<file path="src/rtl/axil_pkg.sv">
// Shared AXI4-Lite definitions for the peripheral-port arbiter:
// arbiter state encoding and response codes.
package axil_pkg;

  typedef enum logic [2:0] {
    IDLE    = 3'd0,
    WR      = 3'd1,
    WR_RESP = 3'd2,
    RD_ADDR = 3'd3,
    RD_RESP = 3'd4
  } arb_state_e;

  localparam logic [1:0] OKAY   = 2'b00;
  localparam logic [1:0] SLVERR = 2'b10;
  localparam logic [1:0] DECERR = 2'b11;

endpackage

</file>
<file path="src/rtl/axil_rr_pick.sv">
// Two-way round-robin selector: a lone requester wins, a tie goes to the
// master that did not own the slave last.
module axil_rr_pick (
  input  logic [1:0] req,
  input  logic       last_owner,
  output logic       winner,
  output logic       valid
);

  always_comb begin
    valid  = |req;
    winner = (req == 2'b11) ? ~last_owner : req[1];
  end

endmodule

</file>
<file path="src/rtl/axil_arbiter_2to1.sv">
// Two-master to one-slave AXI4-Lite arbiter. One whole transaction is granted
// at a time; the owner's channels are forwarded combinationally to the slave.
//
// state   | meaning
// IDLE    | no owner, arbitrating between pending requests
// WR      | owner's AW and/or W still pending on the slave
// WR_RESP | waiting for the B handshake
// RD_ADDR | forwarding AR until accepted
// RD_RESP | waiting for the R handshake
module axil_arbiter_2to1
  import axil_pkg::*;
#(
  parameter int ADDR_W = 12,
  parameter int DATA_W = 32
) (
  input  logic                aclk,
  input  logic                aresetn,

  input  logic [ADDR_W-1:0]   m0_awaddr,
  input  logic [2:0]          m0_awprot,
  input  logic                m0_awvalid,
  output logic                m0_awready,
  input  logic [DATA_W-1:0]   m0_wdata,
  input  logic [DATA_W/8-1:0] m0_wstrb,
  input  logic                m0_wvalid,
  output logic                m0_wready,
  output logic [1:0]          m0_bresp,
  output logic                m0_bvalid,
  input  logic                m0_bready,
  input  logic [ADDR_W-1:0]   m0_araddr,
  input  logic [2:0]          m0_arprot,
  input  logic                m0_arvalid,
  output logic                m0_arready,
  output logic [DATA_W-1:0]   m0_rdata,
  output logic [1:0]          m0_rresp,
  output logic                m0_rvalid,
  input  logic                m0_rready,

  input  logic [ADDR_W-1:0]   m1_awaddr,
  input  logic [2:0]          m1_awprot,
  input  logic                m1_awvalid,
  output logic                m1_awready,
  input  logic [DATA_W-1:0]   m1_wdata,
  input  logic [DATA_W/8-1:0] m1_wstrb,
  input  logic                m1_wvalid,
  output logic                m1_wready,
  output logic [1:0]          m1_bresp,
  output logic                m1_bvalid,
  input  logic                m1_bready,
  input  logic [ADDR_W-1:0]   m1_araddr,
  input  logic [2:0]          m1_arprot,
  input  logic                m1_arvalid,
  output logic                m1_arready,
  output logic [DATA_W-1:0]   m1_rdata,
  output logic [1:0]          m1_rresp,
  output logic                m1_rvalid,
  input  logic                m1_rready,

  output logic [ADDR_W-1:0]   s_awaddr,
  output logic [2:0]          s_awprot,
  output logic                s_awvalid,
  input  logic                s_awready,
  output logic [DATA_W-1:0]   s_wdata,
  output logic [DATA_W/8-1:0] s_wstrb,
  output logic                s_wvalid,
  input  logic                s_wready,
  input  logic [1:0]          s_bresp,
  input  logic                s_bvalid,
  output logic                s_bready,
  output logic [ADDR_W-1:0]   s_araddr,
  output logic [2:0]          s_arprot,
  output logic                s_arvalid,
  input  logic                s_arready,
  input  logic [DATA_W-1:0]   s_rdata,
  input  logic [1:0]          s_rresp,
  input  logic                s_rvalid,
  output logic                s_rready,

  output logic [1:0]          grant,
  output logic                busy
);

  arb_state_e state;
  logic       last_owner;
  logic       aw_done;
  logic       w_done;
  logic       pick_winner;
  logic       pick_valid;
  logic       own1;
  logic       fwd_wr, fwd_b, fwd_ar, fwd_r;
  logic       aw_fin, w_fin;

  axil_rr_pick u_pick (
    .req        ({m1_awvalid | m1_arvalid, m0_awvalid | m0_arvalid}),
    .last_owner (last_owner),
    .winner     (pick_winner),
    .valid      (pick_valid)
  );

  always_comb begin
    own1   = grant[1];
    fwd_wr = (state == WR);
    fwd_b  = (state == WR_RESP);
    fwd_ar = (state == RD_ADDR);
    fwd_r  = (state == RD_RESP);
  end

  // Master-to-slave direction; valids are gated by state and sticky flags.
  always_comb begin
    s_awaddr  = own1 ? m1_awaddr : m0_awaddr;
    s_awprot  = own1 ? m1_awprot : m0_awprot;
    s_wdata   = own1 ? m1_wdata  : m0_wdata;
    s_wstrb   = own1 ? m1_wstrb  : m0_wstrb;
    s_araddr  = own1 ? m1_araddr : m0_araddr;
    s_arprot  = own1 ? m1_arprot : m0_arprot;
    s_awvalid = fwd_wr & ~aw_done & (own1 ? m1_awvalid : m0_awvalid);
    s_wvalid  = fwd_wr & ~w_done  & (own1 ? m1_wvalid  : m0_wvalid);
    s_bready  = fwd_b  & (own1 ? m1_bready  : m0_bready);
    s_arvalid = fwd_ar & (own1 ? m1_arvalid : m0_arvalid);
    s_rready  = fwd_r  & (own1 ? m1_rready  : m0_rready);
  end

  // Slave-to-master direction; the non-owner sees all zeros.
  always_comb begin
    m0_awready = fwd_wr & grant[0] & ~aw_done & s_awready;
    m0_wready  = fwd_wr & grant[0] & ~w_done  & s_wready;
    m0_bvalid  = fwd_b  & grant[0] & s_bvalid;
    m0_bresp   = (fwd_b & grant[0]) ? s_bresp : OKAY;
    m0_arready = fwd_ar & grant[0] & s_arready;
    m0_rvalid  = fwd_r  & grant[0] & s_rvalid;
    m0_rdata   = (fwd_r & grant[0]) ? s_rdata : '0;
    m0_rresp   = (fwd_r & grant[0]) ? s_rresp : OKAY;

    m1_awready = fwd_wr & grant[1] & ~aw_done & s_awready;
    m1_wready  = fwd_wr & grant[1] & ~w_done  & s_wready;
    m1_bvalid  = fwd_b  & grant[1] & s_bvalid;
    m1_bresp   = (fwd_b & grant[1]) ? s_bresp : OKAY;
    m1_arready = fwd_ar & grant[1] & s_arready;
    m1_rvalid  = fwd_r  & grant[1] & s_rvalid;
    m1_rdata   = (fwd_r & grant[1]) ? s_rdata : '0;
    m1_rresp   = (fwd_r & grant[1]) ? s_rresp : OKAY;
  end

  always_comb begin
    aw_fin = aw_done | (s_awvalid & s_awready);
    w_fin  = w_done  | (s_wvalid  & s_wready);
  end

  always_ff @(posedge aclk) begin
    if (!aresetn) begin
      state      <= IDLE;
      grant      <= 2'b00;
      busy       <= 1'b0;
      last_owner <= 1'b1;
      aw_done    <= 1'b0;
      w_done     <= 1'b0;
    end else begin
      case (state)
        IDLE: begin
          if (pick_valid) begin
            grant      <= pick_winner ? 2'b10 : 2'b01;
            last_owner <= pick_winner;
            busy       <= 1'b1;
            state      <= (pick_winner ? m1_awvalid : m0_awvalid) ? WR : RD_ADDR;
          end
        end
        WR: begin
          if (aw_fin && w_fin) begin
            aw_done <= 1'b0;
            w_done  <= 1'b0;
            state   <= WR_RESP;
          end else begin
            aw_done <= aw_fin;
            w_done  <= w_fin;
          end
        end
        WR_RESP: begin
          if (s_bvalid && s_bready) begin
            state <= IDLE;
            grant <= 2'b00;
            busy  <= 1'b0;
          end
        end
        RD_ADDR: begin
          if (s_arvalid && s_arready) state <= RD_RESP;
        end
        RD_RESP: begin
          if (s_rvalid && s_rready) begin
            state <= IDLE;
            grant <= 2'b00;
            busy  <= 1'b0;
          end
        end
        default: begin
          state <= IDLE;
          grant <= 2'b00;
          busy  <= 1'b0;
        end
      endcase
    end
  end

endmodule

</file>
<file path="config.mk">
export PLATFORM = sky130hd
export DESIGN_NAME = axil_arbiter_2to1
export DESIGN_NICKNAME = d
export VERILOG_FILES = /design/src/rtl/axil_pkg.sv /design/src/rtl/axil_rr_pick.sv /design/src/rtl/axil_arbiter_2to1.sv
export SDC_FILE = /design/constraint.sdc
export NUM_CORES = 1
export LEC_CHECK = 0
export CAP_MARGIN = 5
export CORE_AREA = 5 5 130 132
export CTS_BUF_LIST = sky130_fd_sc_hd__clkbuf_8
export DETAILED_ROUTE_END_ITERATION = 7
export DIE_AREA = 0 0 135 137
export GPL_TIMING_DRIVEN = 0
export PLACE_DENSITY = 0.64
export REMOVE_ABC_BUFFERS = 1
export SETUP_SLACK_MARGIN = 0.02
export SLEW_MARGIN = 20
export SYNTH_ARGS = -nofsm -noshare
export SYNTH_HDL_FRONTEND = slang
export SYNTH_SLANG_ARGS = --single-unit
</file>
<file path="constraint.sdc">
create_clock -name aclk -period 5.1 [get_ports aclk]
set_clock_uncertainty 0.15 [all_clocks]
set_input_delay 1.02 -clock aclk [delete_from_list [all_inputs] [get_ports aclk]]
set_output_delay 1.02 -clock aclk [all_outputs]
set_load 0.03 [all_outputs]
</file>
==> Word-level counts from Yosys, hierarchy flattened <==
Index checks and enable logic that the tools add are counted.
{ "classes": {"eq_ne": 10, "mux": 37, "n_bitwise": 39, "n_reduce_logical": 10} }
{ "op_table": {"columns": ["cell", "n"], "rows": [
  ["two-way mux 32 bit", 3],
  ["bitwise AND 1 bit", 31],
  ["two-way mux 12 bit", 2],
  ["two-way mux 3 bit", 7],
  ["two-way mux 2 bit", 9],
  ["case mux 3 bit (5 select lines)", 1],
  ["two-way mux 1 bit", 12],
  ["inequality test 2 x 1 -> 1 bit, second input constant", 4],
  ["case mux 2 bit (4 select lines)", 1],
  ["== test 3 x 2 -> 1 bit, second input constant", 2],
  ["AND reduction 5 bit", 1],
  ["logical AND 1 bit", 4],
  ["two-way mux 4 bit", 1],
  ["NOT 1 bit", 4],
  ["OR 1 bit", 4],
  ["case mux 1 bit (4 select lines)", 1],
  ["AND reduction 4 bit", 1],
  ["OR reduction 2 bit", 2],
  ["== test 3 x 1 -> 1 bit, second input constant", 1],
  ["== test 3 bit, second input constant", 1],
  ["logical NOT 3 bit", 1],
  ["== test 2 bit, second input constant", 1],
  ["inequality test 2 bit, second input constant", 1],
  ["AND reduction 2 bit", 1]
]} }
{ "word_totals": {"ff_bits": 9, "in_bits": 185, "out_inout_bits": 156, "wordCells": 102} }

==> Depth between registers and ports, before layout <==
Gate-level depths: netlist of the first run.
{ "depth": {"word_depth": 8, "mapped_depth": 6} }

==> Hierarchy <==
A second synthesis of the first run with hierarchy kept.
{ "unflattened": {"cells_unflattened": 250, "area_unflattened_um2": 2040.7} }
{ "modules_own_cells": {"columns": ["module", "instances", "cells_per_inst", "area_per_inst_um2", "seq_area_each_um2"], "rows": [
  ["axil_arbiter_2to1", 1, 248, 2026.9, 180.2],
  ["axil_rr_pick", 1, 2, 13.8, 0.0]
]} }

==> Worst setup path after synthesis of the first run <==
No wires, ideal clock.
{ "synth_path": {"path_type": "input -> output", "start": "input m1_bready", "end": "output s_bready", "arrival_ns": 1.825, "required_ns": 3.930, "slack_ns": 2.105, "path_stages": 2, "path_cell_list": "mux2i_1 -> nor3b_1"} }
{ "synth_between": {"elab_chain_len": 2} }
{ "synth_lines": {"columns": ["item", "line_no", "text"], "rows": [
  ["start: declaration", "axil_arbiter_2to1.sv:49", "input logic m1_bready,"],
  ["two-way mux 1 bit", "axil_arbiter_2to1.sv:118", "s_bready = fwd_b & (own1 ? m1_bready : m0_bready);"],
  ["bitwise AND 1 bit", "axil_arbiter_2to1.sv:118", null],
  ["end: declaration", "axil_arbiter_2to1.sv:69", "output logic s_bready,"]
]} }
No other way between the ends.

==> Worst setup path in the final report of the first run <==
{ "layout_path": {"start": "register grant[1]", "end": "output m1_rdata[13]"} }
{ "layout_between": {"elab_chain_len": 2} }
{ "layout_lines": {"columns": ["item", "line_no", "text"], "rows": [
  ["start: declaration", "axil_arbiter_2to1.sv:79", "output logic [1:0] grant,"],
  ["start signal: assignment", "axil_arbiter_2to1.sv:161", "grant <= pick_winner ? 2'b10 : 2'b01;"],
  ["bitwise AND 1 bit", "axil_arbiter_2to1.sv:140", "m1_rdata = (fwd_r & grant[1]) ? s_rdata : '0;"],
  ["two-way mux 32 bit", "axil_arbiter_2to1.sv:140", null],
  ["end: declaration", "axil_arbiter_2to1.sv:54", "output logic [DATA_W-1:0] m1_rdata,"]
]} }
No other way between the ends.

==> impl_metrics.json, run 1 <==
{
  "report.final.slew_viol_count": 0,
  "cp-end-kind": "output port",
  "status": "finished clean",
  "nFillCells": 1591,
  "tightest_slew_ns": 1.009,
  "gp_congestion": 0.8140,
  "areaGrowthSynthToFinish_pct": 189.0,
  "antenna_left": 0,
  "grt_usage_pct": 12.91,
  "finalHoldViolCount": 0,
  "htree_levels": 1,
  "overflow": 0,
  "wl_per_cell_um": 17.36,
  "drive_gt1_share_pct": 12.89,
  "cts.repair.resized": 0,
  "die_y_um": 137,
  "ctsHoldBuffers": 0,
  "core-area_sq_mm": 0.01560,
  "use_met2_pct": 24.71,
  "power_density_mw_per_mm2": 234.8,
  "power.total_mw": 1.311,
  "ctsRootBufferMaster": "clkbuf_8",
  "vias": 3098,
  "maxSlewHeadroom_pct": 32.73,
  "rows": 46,
  "synth_warnings": 0,
  "cts_buffers": 3,
  "dp_worst_setup_slack_ns": 1.329,
  "crit_arrival_ns": 2.70,
  "finalCriticalPeriod_ns": 3.868,
  "first_iter_violations": 71,
  "criticalPathCategory": "reg2out",
  "clk_path_buf_depth": 2,
  "rsz0062_at_grt": "no",
  "grt_max_degree": 48,
  "post-route-period-util_pct": 75.84,
  "finalSetupViolations": 0,
  "crit_required_ns": 3.93,
  "grtUsageMet3_pct": 2.868,
  "antenna_found_initial": 1,
  "ys_ff_latch": 9,
  "layout.nets": 760,
  "irDropWorstVdd_mv": 0.2526,
  "cp-start-kind": "flip-flop",
  "clk_pin_slew_worst_paths_ns": 0.04,
  "avgSynthCellArea_sq_um": 7.758,
  "clkSinkCount": 9,
  "top_usage_layer": "met2",
  "met1_usage_pct": 14.85,
  "hpwl_um": 12000,
  "ys_seq_area_share_pct": 9.326,
  "synth.distinct_cells": 30,
  "cap_violations": 0,
  "hold_path.class": "reg2reg",
  "setup_slack_ns": 1.232,
  "die_area_sq_mm": 0.01850,
  "post_cts_buffers": 0,
  "syn_area_sq_mm": 0.001932,
  "start_util_pct": 12.39,
  "cp_max_fo": 35,
  "dr.pass1.iters": 4,
  "drt-total-wl_um": 13730,
  "grt_pass1_wl_um": 18570,
  "io_buffers": 340,
  "drc": 0,
  "cts_tree": "done",
  "clk_latency_ns": 0.23,
  "io-pin-count": 341,
  "p_leak_nw": 2.053,
  "grt_pass1_vias": 3155,
  "syn_inst": 249,
  "avgViaCountPerCell": 3.917,
  "fmax_mhz": 258.5,
  "die_w_um": 135
}
power breakdown:
part	total [mW]	internal [mW]	leakage, nW	switching, mW
Combinational	1.07	0.540	1.95	0.535
Sequential	0.155	0.0949	0.0749	0.0604
Clock	0.0813	0.0525	0.0269	0.0288
Total	1.31	0.687	2.05	0.624
area by class of cell:
type | instances | area (sq um) | area share (%)
timing repair buffer | 341 | 3423 | 61.32
multi-input combinational | 216 | 1643 | 29.43
tap | 216 | 270.3 | 4.841
sequential | 9 | 183.9 | 3.294
clock buffer | 3 | 41.29 | 0.7396
inverter | 4 | 15.01 | 0.2689
clock inverter | 1 | 3.754 | 0.06723
antenna | 1 | 2.502 | 0.04482
cell families (layout without fill, tap and decap cells):
family,Yosys count,in the layout,share of synthesized area [%]
compound gates,23,23,7.903
buf+inv,24,349,5.634
flops,9,9,9.326
mux,71,71,41.19
other cells,0,1,0
simple gates,122,122,35.95
stage by stage:
step | cell area [sq um] | setup TNS [ns] | hold slack, ns | cells | utilization, %
after floorplan | 1838 | 0 | 0.3251 | 229 | -
after global placement | 5512 | -23.37 | 0.3226 | 785 | 35.34
after detailed placement | 5535 | 0 | 0.3074 | 786 | 35.49
after CTS | 5580 | 0 | 0.3216 | 790 | 35.78
after global routing | 5580 | 0 | 0.3428 | 790 | 35.78
final | 5583 | 0 | 0.3186 | 791 | 35.79
state kept, by name (all words and copies together), names as in the netlist:
name and flops:
w_done 1, last_owner 1, state 3, grant 2
aw_done 1, busy 1
worst max-delay path, cell delays in order, from the launching register on:
cell	delay (ns)
dfxtp_4	0.61
and3_1	0.91
and2_1	0.25
clkdlybuf4s50_1	0.69
path summary, 6_finish.rpt:
path	start	slack (ns)	depth (start not counted)	endpoint
worst min-delay path	busy$_SDFFE_PN0P_	0.32	2	busy$_SDFFE_PN0P_
worst min register to register	busy$_SDFFE_PN0P_	0.32	2	busy$_SDFFE_PN0P_
worst max register to register	grant[1]$_SDFFE_PN0P_	2.81	6	state[1]$_SDFFE_PN0P_
worst max-delay path	grant[1]$_SDFFE_PN0P_	1.23	3	m1_rdata[13]
placed cells by master, fill, tap and decap left out, drive strengths merged, types with 2 or more instances in the layout:
cell and n:
o32ai 2, nor3 2, mux2i 3, o21ai 6, and3 8, mux2 68, inv 5, nor2 17
clkdlybuf4s50 340, a21oi 4, nand2 11, o22ai 3, and2 78, dfxtp 9, nor2b 2, clkbuf 3
cell usage after synthesis:
library cell   n  area share [%]
nor3_1         2            0.52
mux2_2        68              40
nand2b_1       1            0.32
o21ai_0        6             1.6
o32ai_1        2            0.91
o21bai_1       1            0.39
o22ai_1        3            0.97
o311a_1        1            0.52
nor2_1        17             3.3
nor2b_1        2            0.65
o211ai_1       1            0.39
o31a_1         1            0.45
buf_1          1            0.19
o211a_1        1            0.52
nor3b_1        1            0.39
o21a_1         1            0.39
a221oi_1       1            0.45
or3b_2         1            0.45
a21oi_1        4             1.0
clkbuf_1       9             1.7
buf_6          1            0.58
and3_1         8             2.6
a31oi_1        1            0.32
nand2_1       11             2.1
buf_2          9             2.3
inv_1          4            0.78
mux2i_1        3             1.6
dfxtp_1        9             9.3
nor4_1         1            0.32
and2_1        78              25
layer usage:
layer | part of all wire, % | vias to the layer above
met5 | 0 | -
met4 | 1.0 | 0
met3 | 9.0 | 13
met2 | 53 | 156
met1 | 37 | 1421
li1 | - | 1508
(Power assumes the default switching activity.)
==> run 2: changes to the inputs <==
- CORE_AREA: 5 5 130 132 -> 5 5 129 131
- DIE_AREA: 0 0 135 137 -> 0 0 134 136
- PLACE_DENSITY: 0.64 -> 0.65
- clock period: 5.1 -> 3.76 ns (I/O delays scaled with it)
==> impl_metrics.json, run 2 (synthesis gave the netlist of run 1 again) <==
{
  "swShare_pct": 47.46,
  "cts_tree": "done",
  "post-route-period-util_pct": 94.40,
  "antenna_left": 0,
  "grt_usage_pct": 12.82,
  "seq_power_share_pct": 11.5,
  "drc": 0,
  "hpwl_um": 11670,
  "grt_max_degree": 53,
  "vias": 3095,
  "clk_pin_slew_worst_paths_ns": 0.05,
  "ctsRootBufferMaster": "clkbuf_8",
  "cp-end-kind": "output port",
  "p_leak_nw": 2.055,
  "post_cts_buffers": 0,
  "layout.nets": 760,
  "p_sw_uw": 847.1,
  "power_density_mw_per_mm2": 321.0,
  "avgViaCountPerCell": 4.040,
  "report.final.slew_viol_count": 0,
  "antenna_found_initial": 1,
  "start_util_pct": 12.48,
  "final_common_cell": "clkdlybuf4s50_1",
  "drive_gt1_share_pct": 13.24,
  "diodes": 0,
  "tightest_slew_ns": 0.9206,
  "grt_pass1_vias": 3185,
  "rows": 46,
  "grt_pass1_wl_um": 18490,
  "finalCriticalPeriod_ns": 3.549,
  "dp_worst_setup_slack_ns": 0.4165,
  "finalHoldViolCount": 0,
  "final_util_pct": 35.91,
  "crit_chain": "nor2_1 -> and3_1 -> and2_1 -> clkdlybuf4s50_1",
  "io-pin-count": 341,
  "cp-start-kind": "flip-flop",
  "maxSlewHeadroom_pct": 38.63,
  "critical_path.max_stage_delay_ns": 0.80,
  "gp_congestion": 0.8108,
  "core-area_sq_mm": 0.01548,
  "largest_reg_flops": 3,
  "setup_slack_ns": 0.2106,
  "drt-total-wl_um": 13290,
  "clk_latency_ns": 0.24,
  "dr.pass1.iters": 4,
  "clkSinkCount": 9,
  "clk_path_buf_depth": 2,
  "htree_levels": 1,
  "die_area_sq_mm": 0.01822,
  "crit_required_ns": 2.86,
  "irDropWorstVdd_mv": 0.3045,
  "io_buffers": 340,
  "hold_path.class": "reg2reg",
  "nFillCells": 1562,
  "die_w_um": 134,
  "top_regs": "state: 3 flops, grant: 2 flops",
  "status": "finished clean",
  "power.total_mw": 1.785,
  "first_iter_violations": 97,
  "criticalPathCategory": "reg2out",
  "top_register": "state",
  "fmax_mhz": 281.7,
  "clock_power_share_pct": 6.5,
  "wl_per_cell_um": 17.36,
  "ctsHoldBuffers": 0,
  "cts_buffers": 3,
  "cp_max_fo": 35,
  "crit_slowest_cell": "and3_1",
  "die_y_um": 136,
  "crit_arrival_ns": 2.65,
  "finalSetupViolations": 0,
  "p_int_uw": 937.9,
  "power_frac_comb_pct": 82.0,
  "rsz0062_at_grt": "no",
  "overflow": 0,
  "layout_common_cells": "clkdlybuf4s50_1, and2_1, mux2_2",
  "areaGrowthSynthToFinish_pct": 187.8,
  "cap_violations": 0
}
-- run 2: layout make-up --
type	count	area (sq um)	share of cell area, %
clock buffers	3	41.29	0.7426
clock inverters	1	5.005	0.09001
inverters	4	15.01	0.2700
multi-input cells	216	1644	29.57
flip-flops and latches	9	183.9	3.308
well taps	192	240.2	4.320
repair buffers	341	3431	61.70
-- run 2: critical path, delay by kind of cell (launching register included) --
family / cells / cell delay (ns)
AND/OR/NAND/NOR: 3 / 1.32
flip-flops: 1 / 0.39
buffers and inverters: 1 / 0.69
-- run 2: per-stage QoR --
step	area [sq um]	cells	hold slack, ns	TNS (ns)
floorplan	1838	229	0.3251	-12.65
global placement	5482	761	0.3178	-137.45
detailed placement	5513	762	0.3224	0
CTS	5559	766	0.3334	0
global route	5560	766	0.3767	0
finish	5560	766	0.3410	0
-- run 2: worst paths after layout --
path,start,end,slack (ns),depth (start not counted)
min,busy$_SDFFE_PN0P_,busy$_SDFFE_PN0P_,0.34,2
min reg2reg,busy$_SDFFE_PN0P_,busy$_SDFFE_PN0P_,0.34,2
max,state[0]$_SDFFE_PN0P_,m0_rdata[24],0.21,4
max reg2reg,grant[1]$_SDFFE_PN0P_,state[1]$_SDFFE_PN0P_,1.52,6
-- run 2: repair_timing --
item                                    4_1_cts  5_1_grt
resized for setup                             0        1
hold endpoints to repair                      0        0
endpoints found under the setup margin        0       16
-- run 2: metal layers --
metal / track usage, % / share of wire, %
met5: 0 / 0
met4: 2.514 / 1.4
met3: 2.036 / 6.5
met2: 24.90 / 53
met1: 14.76 / 39
-- run 2: power by group through the flow --
| stage | registers, mW | logic, mW | clock network, mW |
|---|---|---|---|
| 2_1_floorplan | 0.246 | 0.750 | 0 |
| 3_3_place_gp | 0.258 | 1.41 | 0 |
| 3_5_place_dp | 0.208 | 1.47 | 0 |
| 4_1_cts | 0.206 | 1.47 | 0.120 |
| 5_1_grt | 0.215 | 1.54 | 0.126 |
| 6_report | 0.206 | 1.46 | 0.115 |
